`src/rtl/mem_stage_lsu_pkg.sv`:
```
// -----------------------------------------------------------------------------
// mem_stage_lsu_pkg
// Shared definitions for the memory-stage load/store unit:
//   - lsu_state_e      : access FSM state encoding (IDLE, REQ, RESP)
//   - WORD_ALIGN_MASK  : address bits that must be zero for a word access
//   - is_word_aligned(): helper applying the mask to an effective address
// -----------------------------------------------------------------------------
package mem_stage_lsu_pkg;

   typedef enum logic [1:0] {
      IDLE = 2'd0,
      REQ  = 2'd1,
      RESP = 2'd2
   } lsu_state_e;

   localparam logic [1:0] WORD_ALIGN_MASK = 2'b11;

   function automatic logic is_word_aligned(input logic [31:0] addr);
      return (addr[1:0] & WORD_ALIGN_MASK) == 2'b00;
   endfunction

endpackage

```
`src/rtl/mem_stage_wb_reg.sv`:
```
// -----------------------------------------------------------------------------
// mem_stage_wb_reg
// MEM/WB output register with bubble insertion.
//   clk, rst          : clock, synchronous active-high reset
//   wr_en             : an instruction retires this cycle; capture its fields
//   wr_rw/wr_rd/wr_data : fields of the retiring instruction
//   wb_RW/wb_rd/wb_data : registered values presented to write-back
// When wr_en is low a bubble is inserted: wb_RW clears while wb_rd and wb_data
// keep their last values.
// -----------------------------------------------------------------------------
module mem_stage_wb_reg (
   input  logic        clk,
   input  logic        rst,
   input  logic        wr_en,
   input  logic        wr_rw,
   input  logic [4:0]  wr_rd,
   input  logic [31:0] wr_data,
   output logic        wb_RW,
   output logic [4:0]  wb_rd,
   output logic [31:0] wb_data
);

   always_ff @(posedge clk) begin
      if (rst) begin
         wb_RW   <= 1'b0;
         wb_rd   <= 5'd0;
         wb_data <= 32'd0;
      end else if (wr_en) begin
         wb_RW   <= wr_rw;
         wb_rd   <= wr_rd;
         wb_data <= wr_data;
      end else begin
         wb_RW   <= 1'b0;
      end
   end

endmodule

```
`src/rtl/mem_stage_lsu.sv`:
```
// -----------------------------------------------------------------------------
// mem_stage_lsu
// Memory-stage load/store unit of the 5-stage pipeline. Takes the EX/MEM
// register outputs, issues word loads/stores over a request/response bus,
// stalls the front of the pipeline while an access is outstanding, resolves
// taken branches into a redirect and registers the MEM/WB values.
//
// Ports:
//   clk, rst                : clock, synchronous active-high reset
//   mem_*                   : EX/MEM register outputs (all-zero entry = bubble)
//   mem_stall               : hold EX/MEM and upstream registers
//   redirect_valid/_pc      : taken-branch redirect (combinational)
//   dmem_req_*              : data memory request channel
//   dmem_resp_*             : data memory response channel (load data / store ack)
//   wb_RW, wb_rd, wb_data   : registered MEM/WB values
//   misalign_err            : one-cycle pulse for a misaligned load/store
//   timeout_err             : one-cycle pulse for an aborted access
//   dbg_state               : current FSM state (lsu_state_e encoding)
//
// Handshake: a request transfers on a cycle where dmem_req_valid and
// dmem_req_ready are both high; once valid is raised, the request fields stay
// stable until that transfer because the stall freezes the EX/MEM inputs. A
// response is taken on any cycle in RESP where dmem_resp_valid is high; it has
// no ready, and responses seen in IDLE or REQ are dropped.
// -----------------------------------------------------------------------------
module mem_stage_lsu
   import mem_stage_lsu_pkg::*;
#(
   parameter int TIMEOUT = 64
) (
   input  logic        clk,
   input  logic        rst,
   input  logic [31:0] mem_alu_result,
   input  logic [31:0] mem_rs2_val,
   input  logic [4:0]  mem_rd,
   input  logic        mem_RW,
   input  logic        mem_MR,
   input  logic        mem_MW,
   input  logic        mem_branch,
   input  logic [31:0] mem_branch_target,
   input  logic        mem_branch_taken,
   output logic        mem_stall,
   output logic        redirect_valid,
   output logic [31:0] redirect_pc,
   output logic        dmem_req_valid,
   input  logic        dmem_req_ready,
   output logic [31:0] dmem_req_addr,
   output logic        dmem_req_we,
   output logic [31:0] dmem_req_wdata,
   input  logic        dmem_resp_valid,
   input  logic [31:0] dmem_resp_rdata,
   output logic        wb_RW,
   output logic [4:0]  wb_rd,
   output logic [31:0] wb_data,
   output logic        misalign_err,
   output logic        timeout_err,
   output logic [1:0]  dbg_state
);

   localparam int CW = $clog2(TIMEOUT + 1);
   localparam logic [CW-1:0] CNT_LIMIT = CW'(TIMEOUT);

   lsu_state_e    state;
   logic [CW-1:0] cnt;

   logic mem_op, aligned, access, misaligned;
   logic in_idle, in_req, in_resp;
   logic complete, abort;
   logic wb_wr_en;
   logic [31:0] wb_wr_data;

   assign mem_op     = mem_MR | mem_MW;
   assign aligned    = is_word_aligned(mem_alu_result);
   assign access     = mem_op & aligned;
   assign misaligned = mem_op & ~aligned;

   assign in_idle = (state == IDLE);
   assign in_req  = (state == REQ);
   assign in_resp = (state == RESP);

   // A response can only finish the access in RESP; completion wins over
   // the timeout on the cycle the counter reaches its limit.
   assign complete = in_resp & dmem_resp_valid;
   assign abort    = (in_req | in_resp) & (cnt == CNT_LIMIT) & ~complete;

   always_ff @(posedge clk) begin
      if (rst) begin
         state        <= IDLE;
         cnt          <= '0;
         misalign_err <= 1'b0;
         timeout_err  <= 1'b0;
      end else begin
         misalign_err <= in_idle & misaligned;
         timeout_err  <= abort;
         case (state)
            IDLE: begin
               if (access) begin
                  state <= REQ;
                  cnt   <= '0;
               end
            end
            REQ: begin
               if (abort) begin
                  state <= IDLE;
               end else begin
                  cnt <= cnt + 1'b1;
                  if (dmem_req_ready) state <= RESP;
               end
            end
            RESP: begin
               if (complete || abort) state <= IDLE;
               else                   cnt   <= cnt + 1'b1;
            end
            default: state <= IDLE;
         endcase
      end
   end

   assign dbg_state = state;

   assign mem_stall = (in_idle & access)
                    | (in_req & ~abort)
                    | (in_resp & ~dmem_resp_valid & ~abort);

   assign redirect_valid = mem_branch & mem_branch_taken & ~mem_stall;
   assign redirect_pc    = mem_branch_target;

   assign dmem_req_valid = in_req;
   assign dmem_req_addr  = mem_alu_result;
   assign dmem_req_we    = mem_MW;
   assign dmem_req_wdata = mem_rs2_val;

   // Retire into WB: completing loads carry the bus data, non-memory entries
   // seen in IDLE carry the ALU result. Everything else becomes a bubble.
   assign wb_wr_en   = (in_idle & ~mem_op) | (complete & ~mem_MW);
   assign wb_wr_data = in_idle ? mem_alu_result : dmem_resp_rdata;

   mem_stage_wb_reg u_wb_reg (
      .clk     (clk),
      .rst     (rst),
      .wr_en   (wb_wr_en),
      .wr_rw   (mem_RW),
      .wr_rd   (mem_rd),
      .wr_data (wb_wr_data),
      .wb_RW   (wb_RW),
      .wb_rd   (wb_rd),
      .wb_data (wb_data)
   );

endmodule
```
`config.mk`:
```
export PLATFORM = sky130hd
export DESIGN_NAME = mem_stage_lsu
export DESIGN_NICKNAME = d
export VERILOG_FILES = /design/src/rtl/mem_stage_lsu_pkg.sv /design/src/rtl/mem_stage_wb_reg.sv /design/src/rtl/mem_stage_lsu.sv
export SDC_FILE = /design/constraint.sdc
export NUM_CORES = 1
export LEC_CHECK = 0
export CELL_PAD_IN_SITES_DETAIL_PLACEMENT = 1
export CELL_PAD_IN_SITES_GLOBAL_PLACEMENT = 2
export CORE_ASPECT_RATIO = 0.6
export CORE_MARGIN = 2
export CORE_UTILIZATION = 15
export CTS_CLUSTER_DIAMETER = 100
export CTS_CLUSTER_SIZE = 14
export DETAILED_ROUTE_END_ITERATION = 8
export PLACE_DENSITY_LB_ADDON = 0.1
export SETUP_SLACK_MARGIN = 0.4
export SLEW_MARGIN = 20
export SYNTH_ARGS = -nofsm -noshare
export SYNTH_HDL_FRONTEND = slang
export SYNTH_SLANG_ARGS = --single-unit
```
`constraint.sdc`:
```
create_clock -name clk -period 2.4 [get_ports clk]
set_input_delay 0.24 -clock clk [delete_from_list [all_inputs] [get_ports clk]]
set_output_delay 0.24 -clock clk [all_outputs]
set_load 0.05 [all_outputs]
```
* After elaboration in Yosys (flattened, before gate mapping)
Index checks and enable logic that the tools add are counted.
Storage, ports and cells: register bits after elaboration 49, input port bits 142, output and inout port bits 142, logic and storage cells 60
Operators by class: add/sub/neg operators 1, eq/ne operators 8, mux-type cells 10, bitwise operators 27, reduce and logical (&&, ||, !) cells 7
Operators by type and width (count):
- 32-bit 2-to-1 mux | 1
- 7-bit 2-to-1 mux | 3
- 7-bit case mux with 3 select lines | 1
- 1-bit AND | 14
- 2-bit 2-to-1 mux | 4
- 1-bit NOT | 8
- 7-bit by 1-bit adder with 7-bit output, second input constant | 1
- 7-bit equality test, second input constant | 1
- 2-bit != test, second input constant | 3
- 2-bit case mux with 3 select lines | 1
- 1-bit OR | 5
- 2-bit logical NOT | 2
- 4-bit AND reduction | 1
- 3-bit by 2-bit != test with 1-bit output, second input constant | 1
- 3-bit AND reduction | 1
- 3-bit nonzero test | 1
- 2-bit by 1-bit equality test with 1-bit output, second input constant | 1
- 2-bit equality test, second input constant | 1
- 2-bit by 1-bit != test with 1-bit output, second input constant | 1
- 2-bit OR reduction | 1
- 1-bit logical OR | 1

* Depth between registers and ports, before layout
depth in word-level cells 10, depth in mapped cells 8

* Cells and area by module
From an unflattened synthesis, not the netlist that was laid out.
Unflattened totals: cells, all modules 341, area, all modules 3223.1 um^2
Modules (own cells, without submodules):
- mem_stage_lsu | instances 1, cells each 220, area each 1878.1 um^2, seq. area each 220.2 um^2
- mem_stage_wb_reg | instances 1, cells each 121, area each 1345.0 um^2, seq. area each 760.7 um^2

* Worst setup path before layout
No wires, ideal clock.
kind register -> output, from register state[1] (netlist: dbg_state[1]), to output port redirect_valid, arrival time 2162 ps, data required time 2160 ps, setup slack -2 ps, stages on the path, launching flop included 7, path buffers 0, path through dfxtp_1 -> inv_1 -> ha_1 -> and4bb_1 -> a21oi_1 -> nor2_1 -> and4_1
Between the ends: longest elaborated chain between the ends 10, elaborated cells between the ends (all ways) 17, those cells by class eq/ne (2); bitwise (14); reduce/logical (1)
Ends and longest elaborated chain:
- start: declaration | line mem_stage_lsu.sv:63 | lsu_state_e state;
- start signal: assignment | line mem_stage_lsu.sv:88 | state <= IDLE;
- start signal: assignment | line mem_stage_lsu.sv:98 | state <= REQ;
- start signal: assignment | line mem_stage_lsu.sv:104 | state <= IDLE;
- 2-bit by 1-bit equality test with 1-bit output or 2-bit equality test (tied branches) | line mem_stage_lsu.sv:78, mem_stage_lsu.sv:79
- 1-bit OR or 1-bit AND (tied branches) | line mem_stage_lsu.sv:84, mem_stage_lsu.sv:83
- 1-bit AND or 1-bit NOT (tied branches) | line mem_stage_lsu.sv:84 | assign abort = (in_req | in_resp) & (cnt == CNT_LIMIT) & ~complete;
- 1-bit AND | line mem_stage_lsu.sv:84
- 1-bit NOT | line mem_stage_lsu.sv:122, mem_stage_lsu.sv:123
- 1-bit AND | line mem_stage_lsu.sv:122 | | (in_req & ~abort)
- 1-bit OR | line mem_stage_lsu.sv:122
- 1-bit OR (*) | line mem_stage_lsu.sv:123 | | (in_resp & ~dmem_resp_valid & ~abort);
- 1-bit NOT (*) | line mem_stage_lsu.sv:125 | assign redirect_valid = mem_branch & mem_branch_taken & ~mem_stall;
- 1-bit AND (*) | line mem_stage_lsu.sv:125
- end: declaration | line mem_stage_lsu.sv:43 | output logic redirect_valid,
Mark *: on every way between the ends. The rest lies on a longest branch, timed or not.

* Worst setup path in the final report
Ends and elaborated chain as after synthesis.

==> load_flow_metrics.sql <==
INSERT INTO impl_metrics (metric_group, metric, value, unit) VALUES
('power_and_ir_drop', 'leakagePower', '0.001680', 'µW'),
('floorplan', 'design.portCount', '284', ''),
('clock_tree', 'cts.sink_count', '49', ''),
('placed_design', 'routabilityCongestion', '0.6745', ''),
('power_and_ir_drop', 'internal_power', '2315', 'µW'),
('cells_and_area', 'nFillCells', '2288', ''),
('logic_synthesis', 'synth.cell_area', '3025', 'µm²'),
('cells_and_area', 'drive_above_1_share', '9.500', '%'),
('route', 'met1Wirelength', '5010', 'µm'),
('clock_tree', 'insertion_delay', '0.30', 'ns'),
('setup_path', 'worst_setup_path_end_kind', 'primary output', ''),
('setup_path', 'timing_worst_setup_path_type', 'reg -> out', ''),
('route', 'first_iter_violations', '56', ''),
('logic_synthesis', 'synthDistinctLibCells', '31', ''),
('placed_design', 'post-place-cells', '660', ''),
('global_route', 'grt_usage', '9.478', '%'),
('logic_synthesis', 'yosysSeqAreaShare', '32.42', '%'),
('cells_and_area', 'num-nets-final', '547', ''),
('route', 'drt_first_pass_iters', '4', ''),
('global_route', 'first_pass_grt_wire_length', '15280', 'µm'),
('min_path', 'min_path_cells', '2', ''),
('setup_path', 'timing.critical_path.cells', 'inv_4, ha_4, and4bb_4, a21oi_4, nor2_2, and4_4, buf_8', ''),
('timing', 'hold_violations', '0', ''),
('timing', 'fmaxAchievable', '482.5', 'MHz'),
('power_and_ir_drop', 'power_per_cell_area', '922.4', 'nW/µm²'),
('clock_tree', 'cts_buffer_depth', '2', ''),
('cells_and_area', 'final_cells', '673', ''),
('global_route', 'first_global_vias', '2645', ''),
('logic_synthesis', 'synth_most_common_cell', 'sky130_fd_sc_hd__buf_4', ''),
('placed_design', 'buffer_ports.inserted', '155', ''),
('floorplan', 'area_of_the_core', '19870', 'µm²'),
('floorplan', 'fp.dieH', '114.0', 'µm'),
('logic_synthesis', 'synth.area.top_cells', 'sky130_fd_sc_hd__dfxtp_1 32%, sky130_fd_sc_hd__buf_4 24%, sky130_fd_sc_hd__mux2i_1 13%', ''),
('logic_synthesis', 'ys_top_cells_by_count', '97 x sky130_fd_sc_hd__buf_4, 49 x sky130_fd_sc_hd__dfxtp_1, 41 x sky130_fd_sc_hd__nor2_1, 38 x sky130_fd_sc_hd__mux2i_1, 33 x sky130_fd_sc_hd__a211oi_1', ''),
('power_and_ir_drop', 'power.net_switching', '1797', 'µW'),
('timing', 'finalCritPeriodShare', '86.35', '%'),
('route', 'drc', '0', ''),
('min_path', 'timing.hold.worst_endpoint', 'u_wb_reg.wb_rd[2]', ''),
('setup_path', 'start_kind', 'flip-flop', ''),
('timing', 'fin_crit', '2.072', 'ns'),
('power_and_ir_drop', 'switching_share', '43.71', '%'),
('route', 'drt_wl_total', '10070', 'µm'),
('cells_and_area', 'stdcell_area', '4458', 'µm²'),
('logic_synthesis', 'synth_largest_type_area_fraction', '32.42', '%'),
('setup_path', 'critPathArrivalTime', '1.83', 'ns'),
('timing', 'totalNegativeSetupSlack', '0', 'ns'),
('logic_synthesis', 'syn_inst', '342', ''),
('floorplan', 'fp.dieArea', '21360', 'µm²'),
('route', 'antenna_violating_nets_post_route', '0', ''),
('power_and_ir_drop', 'p_comb_share', '55.1', '%'),
('route', 'post_detailed_route_via_to_cell_ratio', '3.747', ''),
('setup_path', 'critical_path.reg2reg.endpoint', 'dbg_state[0]', ''),
('timing', 'final-setup-viol-count', '0', ''),
('floorplan', 'floorplan.initialDensity', '15.23', '%'),
('min_path', 'hold_path.class', 'in -> reg', ''),
('logic_synthesis', 'mappedNetlistNets', '490', ''),
('global_route', 'grt_max_degree', '71', ''),
('power_and_ir_drop', 'seqPwrFrac', '25.1', '%'),
('cells_and_area', 'layout-area-overhead-vs-synth', '47.35', '%'),
('clock_tree', 'cts_tree', 'built', ''),
('status', 'outcome', 'finished, final reports clean', ''),
('setup_path', 'critical-path-slowest-cell', 'sky130_fd_sc_hd__dfxtp_4', ''),
('floorplan', 'die_width', '187.3', 'µm'),
('timing', 'max-slew-margin-rel', '62.49', '%'),
('route', 'dr_total_vias', '2522', ''),
('clock_tree', 'cts.htree.levels', '2', ''),
('placed_design', 'pre_cts_ws', '0.3103', 'ns'),
('cells_and_area', 'insertedDiodeCount', '0', ''),
('clock_tree', 'cts_buffers', '5', ''),
('power_and_ir_drop', 'vdd_drop_max', '0.3011', 'mV'),
('logic_synthesis', 'total_number_of_yosys_warnings', '0', '');
how the worst max path moves through the flow:
stage / start / endpoint / slack [ns]
3_3_place_gp: dbg_state[1] / redirect_valid / 0.33
6_report: dbg_state[1] / redirect_valid / 0.33
2_1_floorplan: dbg_state[1] / redirect_valid / 0.42
3_5_place_dp: dbg_state[1] / redirect_valid / 0.31
5_1_grt: dbg_state[1] / redirect_valid / 0.26
4_1_cts: dbg_state[1] / redirect_valid / 0.25
power by group through the flow:
| stage | logic [µW] | clock network, µW | registers [µW] |
|---|---|---|---|
| floorplan | 1300 | 0 | 1490 |
| global placement | 2210 | 0 | 1050 |
| detailed placement | 2210 | 0 | 1050 |
| CTS | 2290 | 879 | 1030 |
| global route | 2450 | 893 | 1050 |
| finish | 2260 | 817 | 1030 |
placed cells by master (no fill, tap or decap), types with 2 or more instances in the layout:
master	synthesis	layout
sky130_fd_sc_hd__clkdlybuf4s50_1	0	151
sky130_fd_sc_hd__dfxtp_1	49	46
sky130_fd_sc_hd__nor2_1	41	40
sky130_fd_sc_hd__mux2i_1	38	38
sky130_fd_sc_hd__a211oi_1	33	33
sky130_fd_sc_hd__buf_4	97	8
sky130_fd_sc_hd__a21oi_1	8	7
sky130_fd_sc_hd__nand2_1	9	6
sky130_fd_sc_hd__clkbuf_16	0	6
sky130_fd_sc_hd__o31ai_1	5	5
sky130_fd_sc_hd__or4_1	5	5
sky130_fd_sc_hd__ha_1	6	5
sky130_fd_sc_hd__inv_1	6	4
sky130_fd_sc_hd__nand2b_1	3	3
sky130_fd_sc_hd__o21ai_0	3	3
sky130_fd_sc_hd__nor2b_1	3	3
sky130_fd_sc_hd__nand2_4	0	2
sky130_fd_sc_hd__a21oi_4	0	2
sky130_fd_sc_hd__nor3_1	2	2
sky130_fd_sc_hd__nand4_1	2	2
sky130_fd_sc_hd__or3_1	2	2
sky130_fd_sc_hd__dfxtp_4	0	2
sky130_fd_sc_hd__buf_12	0	2
kinds of logic after synthesis:
group / Yosys count / synth area share [%]
AOI/OAI and AO/OA: 55 / 13.57
muxes: 38 / 12.57
buffers and inverters: 120 / 27.30
and+or+nand+nor: 74 / 11.66
DFF: 49 / 32.42
adders and majority gates: 6 / 2.481
critical path: cells and delay by family (launching register included):
| family | cells | cell delay, ns |
|---|---|---|
| AOI/OAI and AO/OA | 1 | 0.07 |
| adders and majority gates | 1 | 0.25 |
| buffers and inverters | 2 | 0.19 |
| DFF | 1 | 0.38 |
| and+or+nand+nor | 3 | 0.64 |
timing repair:
action / in CTS / in global routing
pin swaps: 4 / 1
setup endpoints to repair: 3 / 7
gates resized for setup: 15 / 5
gates cloned: 0 / 0
setup buffers: 4 / 1
layout make-up:
class	instances	area, µm²	area share [%]
inverter	6	25.02	0.5613
clock buffer	8	167.7	3.761
timing repair buffer	164	1640	36.79
tap	273	341.6	7.662
multi-input combinational	173	1294	29.02
sequential	49	989.7	22.20
flip-flops by register name (all words and copies together) (netlist names):
signal	cells
u_wb_reg.wb_rd	5
u_wb_reg.wb_data	32
misalign_err	1
dbg_state	2
timeout_err	1
u_wb_reg.wb_RW	1
cnt	7
through the flow:
step / total power [µW] / util, % / hold WS [ns]
6_report: 4112 / 22.44 / 0.4014
5_1_grt: 4393 / 22.44 / 0.4360
4_1_cts: 4203 / 22.28 / 0.4178
3_5_place_dp: 3263 / 21.05 / 0.4803
3_3_place_gp: 3259 / 21.05 / 0.4580
2_1_floorplan: 2792 / - / 0.3872
layer usage:
| metal | vias to the layer above | global-route usage [%] |
|---|---|---|
| met3 | 20 | 5.477 |
| met4 | 0 | 3.439 |
| met1 | 1180 | 12.97 |
| li1 | 1208 | - |
| met2 | 114 | 11.92 |
| met5 | - | 0 |
Power figures use the tool's default switching activity.
